## src/rtl/uart_pkg.sv

```systemverilog
// uart_pkg: shared UART constants (parity modes, default FIFO depth and divisor width)
package uart_pkg;
    localparam logic PARITY_ODD    = 1'b0;
    localparam logic PARITY_EVEN   = 1'b1;
    localparam int   DEFAULT_DEPTH = 8;
    localparam int   DEFAULT_DIV_W = 16;
endpackage

```

## src/rtl/uart_sync_fifo.sv

```systemverilog
// uart_sync_fifo: first-word fall-through synchronous FIFO with occupancy count
module uart_sync_fifo
    import uart_pkg::*;
#(
    parameter int DEPTH = DEFAULT_DEPTH,
    parameter int WIDTH = 8,
    localparam int AW = $clog2(DEPTH),
    localparam int LW = AW + 1
) (
    input  logic             clk,
    input  logic             rst_n,
    input  logic             push,
    input  logic             pop,
    input  logic [WIDTH-1:0] din,
    output logic [WIDTH-1:0] dout,
    output logic             empty,
    output logic             full,
    output logic [LW-1:0]    level
);
    logic [WIDTH-1:0] mem [DEPTH];
    logic [AW-1:0]    wr_ptr;
    logic [AW-1:0]    rd_ptr;
    logic             do_push;
    logic             do_pop;

    // a pop frees a slot in the same cycle, so a full FIFO still accepts a push alongside a pop
    assign do_pop  = pop & ~empty;
    assign do_push = push & (~full | do_pop);
    assign empty   = level == '0;
    assign full    = level == LW'(DEPTH);
    assign dout    = mem[rd_ptr];

    // pointers wrap naturally at DEPTH (power of 2); level tracks net push/pop
    always_ff @(posedge clk or negedge rst_n) begin
        if (!rst_n) begin
            wr_ptr <= '0;
            rd_ptr <= '0;
            level  <= '0;
        end else begin
            if (do_push) wr_ptr <= wr_ptr + 1'b1;
            if (do_pop) rd_ptr <= rd_ptr + 1'b1;
            level <= (do_push && !do_pop) ? level + 1'b1 :
                     (do_pop && !do_push) ? level - 1'b1 : level;
        end
    end

    // storage is intentionally left unreset
    always_ff @(posedge clk) begin
        if (do_push) mem[wr_ptr] <= din;
    end
endmodule

```

## src/rtl/uart_rx_ctrl.sv

```systemverilog
// uart_rx_ctrl: oversample tick generator, RX byte FIFO, sticky errors and interrupt
module uart_rx_ctrl
    import uart_pkg::*;
#(
    parameter int DEPTH = DEFAULT_DEPTH,
    parameter int DIV_W = DEFAULT_DIV_W,
    localparam int LW = $clog2(DEPTH) + 1
) (
    input  logic             clk,
    input  logic             rst_n,
    input  logic             rx_en,
    input  logic [DIV_W-1:0] baud_div,
    input  logic             cfg_parity_en,
    input  logic             cfg_parity_even,
    output logic             os_tick,
    output logic             parity_enable_o,
    output logic             parity_mode_o,
    input  logic             rx_done_tick,
    input  logic [7:0]       rx_data,
    input  logic             rx_error,
    input  logic             rd_en,
    output logic [7:0]       rd_data,
    output logic             rx_empty,
    output logic             rx_full,
    output logic [LW-1:0]    rx_level,
    input  logic [LW-1:0]    irq_thresh,
    input  logic             irq_en,
    input  logic             err_clr,
    output logic             overrun_err,
    output logic             parity_err,
    output logic             irq
);
    logic [DIV_W-1:0] cnt;
    logic             rx_error_q;
    logic             push_req;
    logic             pop_ok;
    logic             overrun_set;
    logic             parity_set;

    assign push_req    = rx_done_tick & rx_en & ~rx_error;
    assign pop_ok      = rd_en & ~rx_empty;
    assign overrun_set = push_req & rx_full & ~pop_ok;
    assign parity_set  = rx_error & ~rx_error_q;

    // tick counter: >= compare lets a shrunken divisor wrap immediately instead of running to 2^DIV_W
    always_ff @(posedge clk or negedge rst_n) begin
        if (!rst_n) begin
            cnt     <= '0;
            os_tick <= 1'b0;
        end else if (!rx_en) begin
            cnt     <= '0;
            os_tick <= 1'b0;
        end else begin
            cnt     <= (cnt >= baud_div) ? '0 : cnt + 1'b1;
            os_tick <= cnt >= baud_div;
        end
    end

    // registered copies of the parity configuration for the receiver
    always_ff @(posedge clk or negedge rst_n) begin
        if (!rst_n) begin
            parity_enable_o <= 1'b0;
            parity_mode_o   <= PARITY_ODD;
        end else begin
            parity_enable_o <= cfg_parity_en;
            parity_mode_o   <= cfg_parity_even;
        end
    end

    // sticky error flags; a set in the same cycle as err_clr keeps the flag high
    always_ff @(posedge clk or negedge rst_n) begin
        if (!rst_n) begin
            rx_error_q  <= 1'b0;
            overrun_err <= 1'b0;
            parity_err  <= 1'b0;
        end else begin
            rx_error_q  <= rx_error;
            overrun_err <= overrun_set | (overrun_err & ~err_clr);
            parity_err  <= parity_set | (parity_err & ~err_clr);
        end
    end

    // level interrupt (disabled by a zero threshold) or-ed with the sticky errors
    always_ff @(posedge clk or negedge rst_n) begin
        if (!rst_n) irq <= 1'b0;
        else irq <= irq_en & (((irq_thresh != '0) & (rx_level >= irq_thresh)) | overrun_err | parity_err);
    end

    uart_sync_fifo #(.DEPTH(DEPTH), .WIDTH(8)) u_fifo (
        .clk   (clk),
        .rst_n (rst_n),
        .push  (push_req),
        .pop   (rd_en),
        .din   (rx_data),
        .dout  (rd_data),
        .empty (rx_empty),
        .full  (rx_full),
        .level (rx_level)
    );
endmodule

```

## config.mk

```make
export PLATFORM = sky130hd
export DESIGN_NAME = uart_rx_ctrl
export DESIGN_NICKNAME = d
export VERILOG_FILES = /design/src/rtl/uart_pkg.sv /design/src/rtl/uart_sync_fifo.sv /design/src/rtl/uart_rx_ctrl.sv
export SDC_FILE = /design/constraint.sdc
export NUM_CORES = 1
export LEC_CHECK = 0
export CELL_PAD_IN_SITES_DETAIL_PLACEMENT = 0
export CELL_PAD_IN_SITES_GLOBAL_PLACEMENT = 1
export CORE_MARGIN = 1.5
export CORE_UTILIZATION = 46
export DETAILED_ROUTE_END_ITERATION = 10
export GPL_ROUTABILITY_DRIVEN = 0
export PLACE_DENSITY = 0.86
export REMOVE_ABC_BUFFERS = 1
export SYNTH_ARGS = -nofsm -noshare
export SYNTH_HDL_FRONTEND = slang
export SYNTH_SLANG_ARGS = --single-unit
```

## constraint.sdc

```tcl
create_clock -name clk -period 2.9 [get_ports clk]
set_input_delay 0.58 -clock clk [delete_from_list [all_inputs] [get_ports clk]]
set_output_delay 0.58 -clock clk [all_outputs]
set_load 0.005 [all_outputs]
```

==> results of run 1 <==
how the worst min path moves through the flow:
stage	endpoint	slack, ps	depth (start not counted)
after floorplan	cnt[0]	280	0
after global placement	parity_err	430	1
after detailed placement	parity_err	430	1
after CTS	parity_err	450	1
after global routing	parity_err	480	1
final	parity_err	440	1
worst register-to-register path: stages (launching register included):
cell and delay [ps]:
dfrtp_1 490, nor4_1 370, nand2b_1 280, ha_1 230, inv_1 90, ha_1 280, a21o_1 150, a21oi_1 190
xnor2_1 140, nor2_1 60, xor2_1 140
timing repair:
item | 4_1_cts | 5_1_grt
gates resized for setup | 1 | 0
buffers inserted | 0 | 1
setup endpoints to repair | 8 | 7
pin swaps | 0 | 0
final cells by class:
type                       instances  area, um2
tap                              129      161.4
clock buffer                       9      123.9
timing repair buffer              74      710.7
inverter                          31      116.4
fill                             723       3846
multi-input combinational        177       1568
sequential                        97       2749
clock inverter                     6      52.55
sequential cells by signal, indices dropped and copies added, names as in the netlist, 3 cells and up:
signal,flops
u_fifo.level,4
u_fifo.mem,64
u_fifo.wr_ptr,3
cnt,16
u_fifo.rd_ptr,3
synthesized netlist by cell type (2+ instances only):
cell type,count
mux4_2,16
nor4_1,2
xor2_1,8
o21ai_0,6
edfxtp_1,64
nor3_1,5
nand3_1,6
buf_4,2
dfrtp_1,33
mux2_2,11
ha_1,26
nand2_1,13
nor2_2,2
xnor2_1,14
a21oi_1,10
o22ai_1,2
inv_1,31
nand4_1,2
buf_6,2
nand2b_1,5
nor2_1,29
cells by family (layout without fill, tap and decap cells):
logic type / count (synthesis) / count (layout) / share of synthesized area (%)
AND/OR/NAND/NOR: 77 / 77 / 9.129
AO/OA/AOI/OAI: 24 / 24 / 3.043
buffers and inverters: 38 / 120 / 3.713
adder cells (fa/ha/maj): 27 / 27 / 7.705
XOR/XNOR: 22 / 22 / 4.299
multiplexers: 27 / 27 / 10.80
flip-flops: 97 / 97 / 61.31
per-layer routing:
metal  share of wire (%)  GRT usage, %  vias up
met4                 1.1         5.769        0
met2                  50         28.67       45
li1                    -             -     1279
met1                  46         22.83     1279
met5                   0             0        -
met3                 3.5         3.520        6
per-stage QoR:
stage          instances  setup WS, ps  hold WS [ps]
2_1_floorplan        305         551.3         284.4
3_3_place_gp         507         193.8         426.6
3_5_place_dp         507         126.4         434.1
4_1_cts              522         26.84         448.7
5_1_grt              523         15.87         481.9
6_report             523         102.0         444.4
power groups by stage:
| stage | clock network (uW) | registers (uW) | logic [uW] |
|---|---|---|---|
| after floorplan | 0 | 1820 | 617 |
| after global placement | 0 | 1830 | 1130 |
| after detailed placement | 0 | 1840 | 1160 |
| after CTS | 818 | 1810 | 1170 |
| after global routing | 873 | 1830 | 1280 |
| final | 795 | 1800 | 1160 |
==> impl_metrics.toml, run 1 <==
[setup_path]
crit_buf_inv = 2
critPathRequiredTime_ps = 2320
worst-r2r-cell-count = 10
cp_slowest_cell = "mux4_2"
endpoint_kind = "primary output"
crit_cells = 4
critPathTopFamily = "multiplexers"
r2r_start = "u_fifo.level[0]"
crit_path_start_kind = "register"
cp_cell_sequence = "buf_12, mux4_2, mux2_2, clkdlybuf4s50_1"
crit_path_max_fanout = 16
critPathKind = "reg -> out"
cp-startpoint = "u_fifo.rd_ptr[0]"
r2r_end = "u_fifo.level[3]"
rrSetupSlack_ps = 370
endpoint = "rd_data[6]"
critPathArrivalTime_ps = 2220
crit_path_max_incr_delay_ps = 510

[clock_network]
root_buffer = "clkbuf_8"
cts_tree = "built"
clk_latency_ps = 350
hold_buffers = 0
clock_sinks = 97
clk_pin_slew_worst_paths_ps = 100
htreeDepth = 3
cts-buffers-inserted = 9
clockBufferDepth = 2

[synth]
ys_warn_count = 0
synth_seq_area_share_pct = 61.31
synth_top_area_share_pct = 42.88
syn_area_per_cell_um2 = 14.36
syn_inst = 312
syn_area_um2 = 4482
ys_ff_latch = 97
ys.flop_type = "edfxtp_1"
synth_edf_count = 64
synthArstFlopShare_pct = 34.02
yosysTopAreaCell = "edfxtp_1"
post_synth_num_cell_types = 44
synth.top_cells.by_area = "edfxtp_1 43%, dfrtp_1 18%, mux4_2 8.0%, ha_1 7.3%, mux2_2 2.8%"

[cells_and_area]
utilization_pct = 58.77
final_common_cell = "edfxtp_1"
diodes = 0
fin_area_um2 = 5482
syn2layout_area_growth_pct = 22.31
nNetsFinal = 455
layout-drive-gt1-share_pct = 17.51
layout_common_cells = "64 x edfxtp_1, 57 x clkdlybuf4s50_1, 32 x dfrtp_1"

[power_and_ir_drop]
ir_drop_uv = 410.8
pwr-share-seq_pct = 47.9
power_density_nw_per_um2 = 685.5
p_sw_share_pct = 28.82
power_frac_clock_pct = 21.2
combPwrFrac_pct = 30.9
power_uw = 3758
p_sw_uw = 1083
intPower_uw = 2675
p_leak_uw = 0.002135

[timing]
slew_headroom_pct = 67.17
final.period_utilization_pct = 96.48
hold_viol_final = 0
timing.fmax_ghz = 0.3574
tightest_slew_ps = 492.5
slew_viol_final = 0
rsz0062_at_grt = "false"
setup_viol = 0
clock_skew_ps = 9.862
fin_tns_setup_ps = 0
min_period_ps = 2798

[global_route]
grt_start_max_net_pins = 34
grt_pass1_wl_um = 13170
antenna_found_initial = 0
grt_pass1_vias = 2624
grt.total_usage_pct = 17.27
grt_overflow_total = 0

[floorplanning]
dieArea_um2 = 10340
core_area_um2 = 9328
boundaryPins = 58
core.rowCount = 35
die_y_um = 101.7
start_util_pct = 48.05
fp.dieW_um = 101.7

[min_path]
hold_class = "reg -> reg"
worstHoldStart = "rx_error_q"

[status]
status = "finished, final reports clean"

[drt]
totalWireLength_um = 8070
viasPerCell = 4.989
wl_per_cell_um = 15.43
drtIter0Drc = 63
antenna_left = 0
dr.pass1.iters = 4
vias = 2609
drc_errors = 0

[place]
placed_area_um2 = 5296
hpwl_um = 5772
portBuffers = 57

[run]
maxCapViolations = 0
Note: power is estimated with default switching activity, not from simulation.
==> inputs of run 2 (changes only) <==
- clock period: 2.9 -> 2.76 ns (I/O delays scaled with it)
==> run 2 against run 1 <==
  * Clock power up 26%
  * Utilization up 1.5 points
  * Largest cell class unchanged
  * Count of clock-buffer cells in the layout unchanged
  * Sequential share of layout area down 1.3 points
  * Worst hold slack better by 4.4 ps
  * Combinational power up 19%
  * Register-to-register slack worse by 40 ps
  * Routed wire length up 1.7%
  * Largest power group unchanged
  * Clock skew up 1.3 ps
==> impl_metrics.toml, run 2 (synthesis gave the netlist of run 1 again) <==
[drt]
totalWireLength_um = 8207
drc_errors = 0
dr.pass1.iters = 4
wl_per_cell_um = 15.40
antenna_left = 0
drtIter0Drc = 81
viasPerCell = 5.064
vias = 2699

[timing]
hold_viol_final = 0
clock_skew_ps = 11.12
rsz0062_at_grt = "false"
tightest_slew_ps = 490.0
min_period_ps = 2656
slew_viol_final = 0
slew_headroom_pct = 67.34
final.period_utilization_pct = 96.23
setup_viol = 0
timing.fmax_ghz = 0.3765
fin_tns_setup_ps = 0

[global_route]
grt_start_max_net_pins = 34
antenna_found_initial = 0
grt_pass1_wl_um = 13770
grt_pass1_vias = 2712
grt.total_usage_pct = 17.89
grt_overflow_total = 0

[cells_and_area]
syn2layout_area_growth_pct = 25.40
final_common_cell = "edfxtp_1"
nNetsFinal = 464
layout_common_cells = "64 x edfxtp_1, 50 x clkdlybuf4s50_1, 33 x dfrtp_1"
multi_input_area_um2 = 1568
largest_reg_flops = 64
diodes = 0
layout-drive-gt1-share_pct = 19.31
fin_area_um2 = 5620
reg_top3 = "u_fifo.mem: 64 flops, cnt: 16 flops, u_fifo.level: 4 flops"
num-fill-cells = 717
regArea_um2 = 2748
top_register = "u_fifo.mem"

[run]
maxCapViolations = 0

[clock_network]
root_buffer = "clkbuf_8"
clk_latency_ps = 370
cts-buffers-inserted = 9
cts_tree = "built"
hold_buffers = 0
clockBufferDepth = 2
clk_pin_slew_worst_paths_ps = 100
htreeDepth = 3
clock_sinks = 97

[min_path]
worstHoldStart = "rx_error_q"
hold_class = "reg -> reg"
hold_end = "parity_err"
holdPathStages = 1

[setup_path]
critPathArrivalTime_ps = 2100
crit_path_start_kind = "register"
critPathKind = "reg -> out"
worst-r2r-cell-count = 11
crit_path_max_fanout = 12
crit_path_max_incr_delay_ps = 490
r2r_end = "u_fifo.level[3]"
rrSetupSlack_ps = 330
crit_buf_inv = 2
critPathRequiredTime_ps = 2210
crit_cells = 4
critPathTopFamily = "multiplexers"
r2r_start = "u_fifo.level[2]"
endpoint_kind = "primary output"
cp_cell_sequence = "buf_12, mux4_2, mux2_2, clkdlybuf4s50_1"
cp_slowest_cell = "mux4_2"

[power_and_ir_drop]
p_leak_uw = 0.002227
power_density_nw_per_um2 = 747.4
ir_drop_uv = 317.9

[floorplanning]
die_y_um = 101.7
boundaryPins = 58
core.rowCount = 35
core_area_um2 = 9328
dieArea_um2 = 10340
start_util_pct = 48.05
fp.dieW_um = 101.7

[place]
portBuffers = 57
hpwl_um = 5785
placed_area_um2 = 5344

[status]
status = "finished, final reports clean"
-- run 2: final cells by class --
class                      count  share of cell area (%)
tap                          129                   2.872
inverter                      31                   2.070
clock inverter                 7                   1.714
timing repair buffer          83                   14.36
sequential                    97                   48.89
multi-input combinational    177                   27.89
clock buffer                   9                   2.204
-- run 2: worst max-delay path by stage --
| stage | from | to | slack [ps] |
|---|---|---|---|
| after floorplan | u_fifo.level[0] | u_fifo.level[3] | 410 |
| after CTS | u_fifo.rd_ptr[0] | rd_data[4] | 7 |
| after global routing | u_fifo.rd_ptr[0] | rd_data[4] | 20 |
| final | u_fifo.rd_ptr[0] | rd_data[4] | 100 |
| after detailed placement | rd_en | u_fifo.level[3] | 2 |
| after global placement | rd_en | u_fifo.level[3] | 70 |
-- run 2: repair_timing --
item	in CTS	in global routing
resized for setup	7	0
setup endpoints to repair	7	1
buffers inserted	0	7
-- run 2: routing by layer --
metal | up-vias | track usage (%) | routed length (um)
met5 | - | 0 | 0
met4 | 0 | 7.051 | 155
met3 | 12 | 3.106 | 228
met2 | 42 | 29.54 | 4099
met1 | 1341 | 23.66 | 3724
li1 | 1304 | - | -
-- run 2: through the flow --
step / utilization (%) / hold slack, ps / setup WS (ps) / total power, uW / cells
after global placement: 57.29 / 423.9 / 65.30 / 3169 / 510
final: 60.25 / 448.8 / 104.2 / 4201 / 533
after detailed placement: 57.29 / 436.7 / 2.152 / 3208 / 510
after CTS: 59.56 / 450.7 / 7.224 / 4152 / 526
after global routing: 60.25 / 476.2 / 18.82 / 4429 / 533
after floorplan: - / 256.4 / 411.3 / 2560 / 305
-- run 2: power breakdown --
part / leakage (uW) / switching, uW / internal (uW) / total, uW
Sequential: 0.00100 / 146 / 1680 / 1820
Combinational: 0.00112 / 520 / 858 / 1380
Clock: 0.000109 / 550 / 449 / 998
==> inputs of run 3 (changes only) <==
- SLEW_MARGIN: unset -> 20
==> results of run 3 <==
No change in the layout: final DEF, timing and power equal those of run 2.
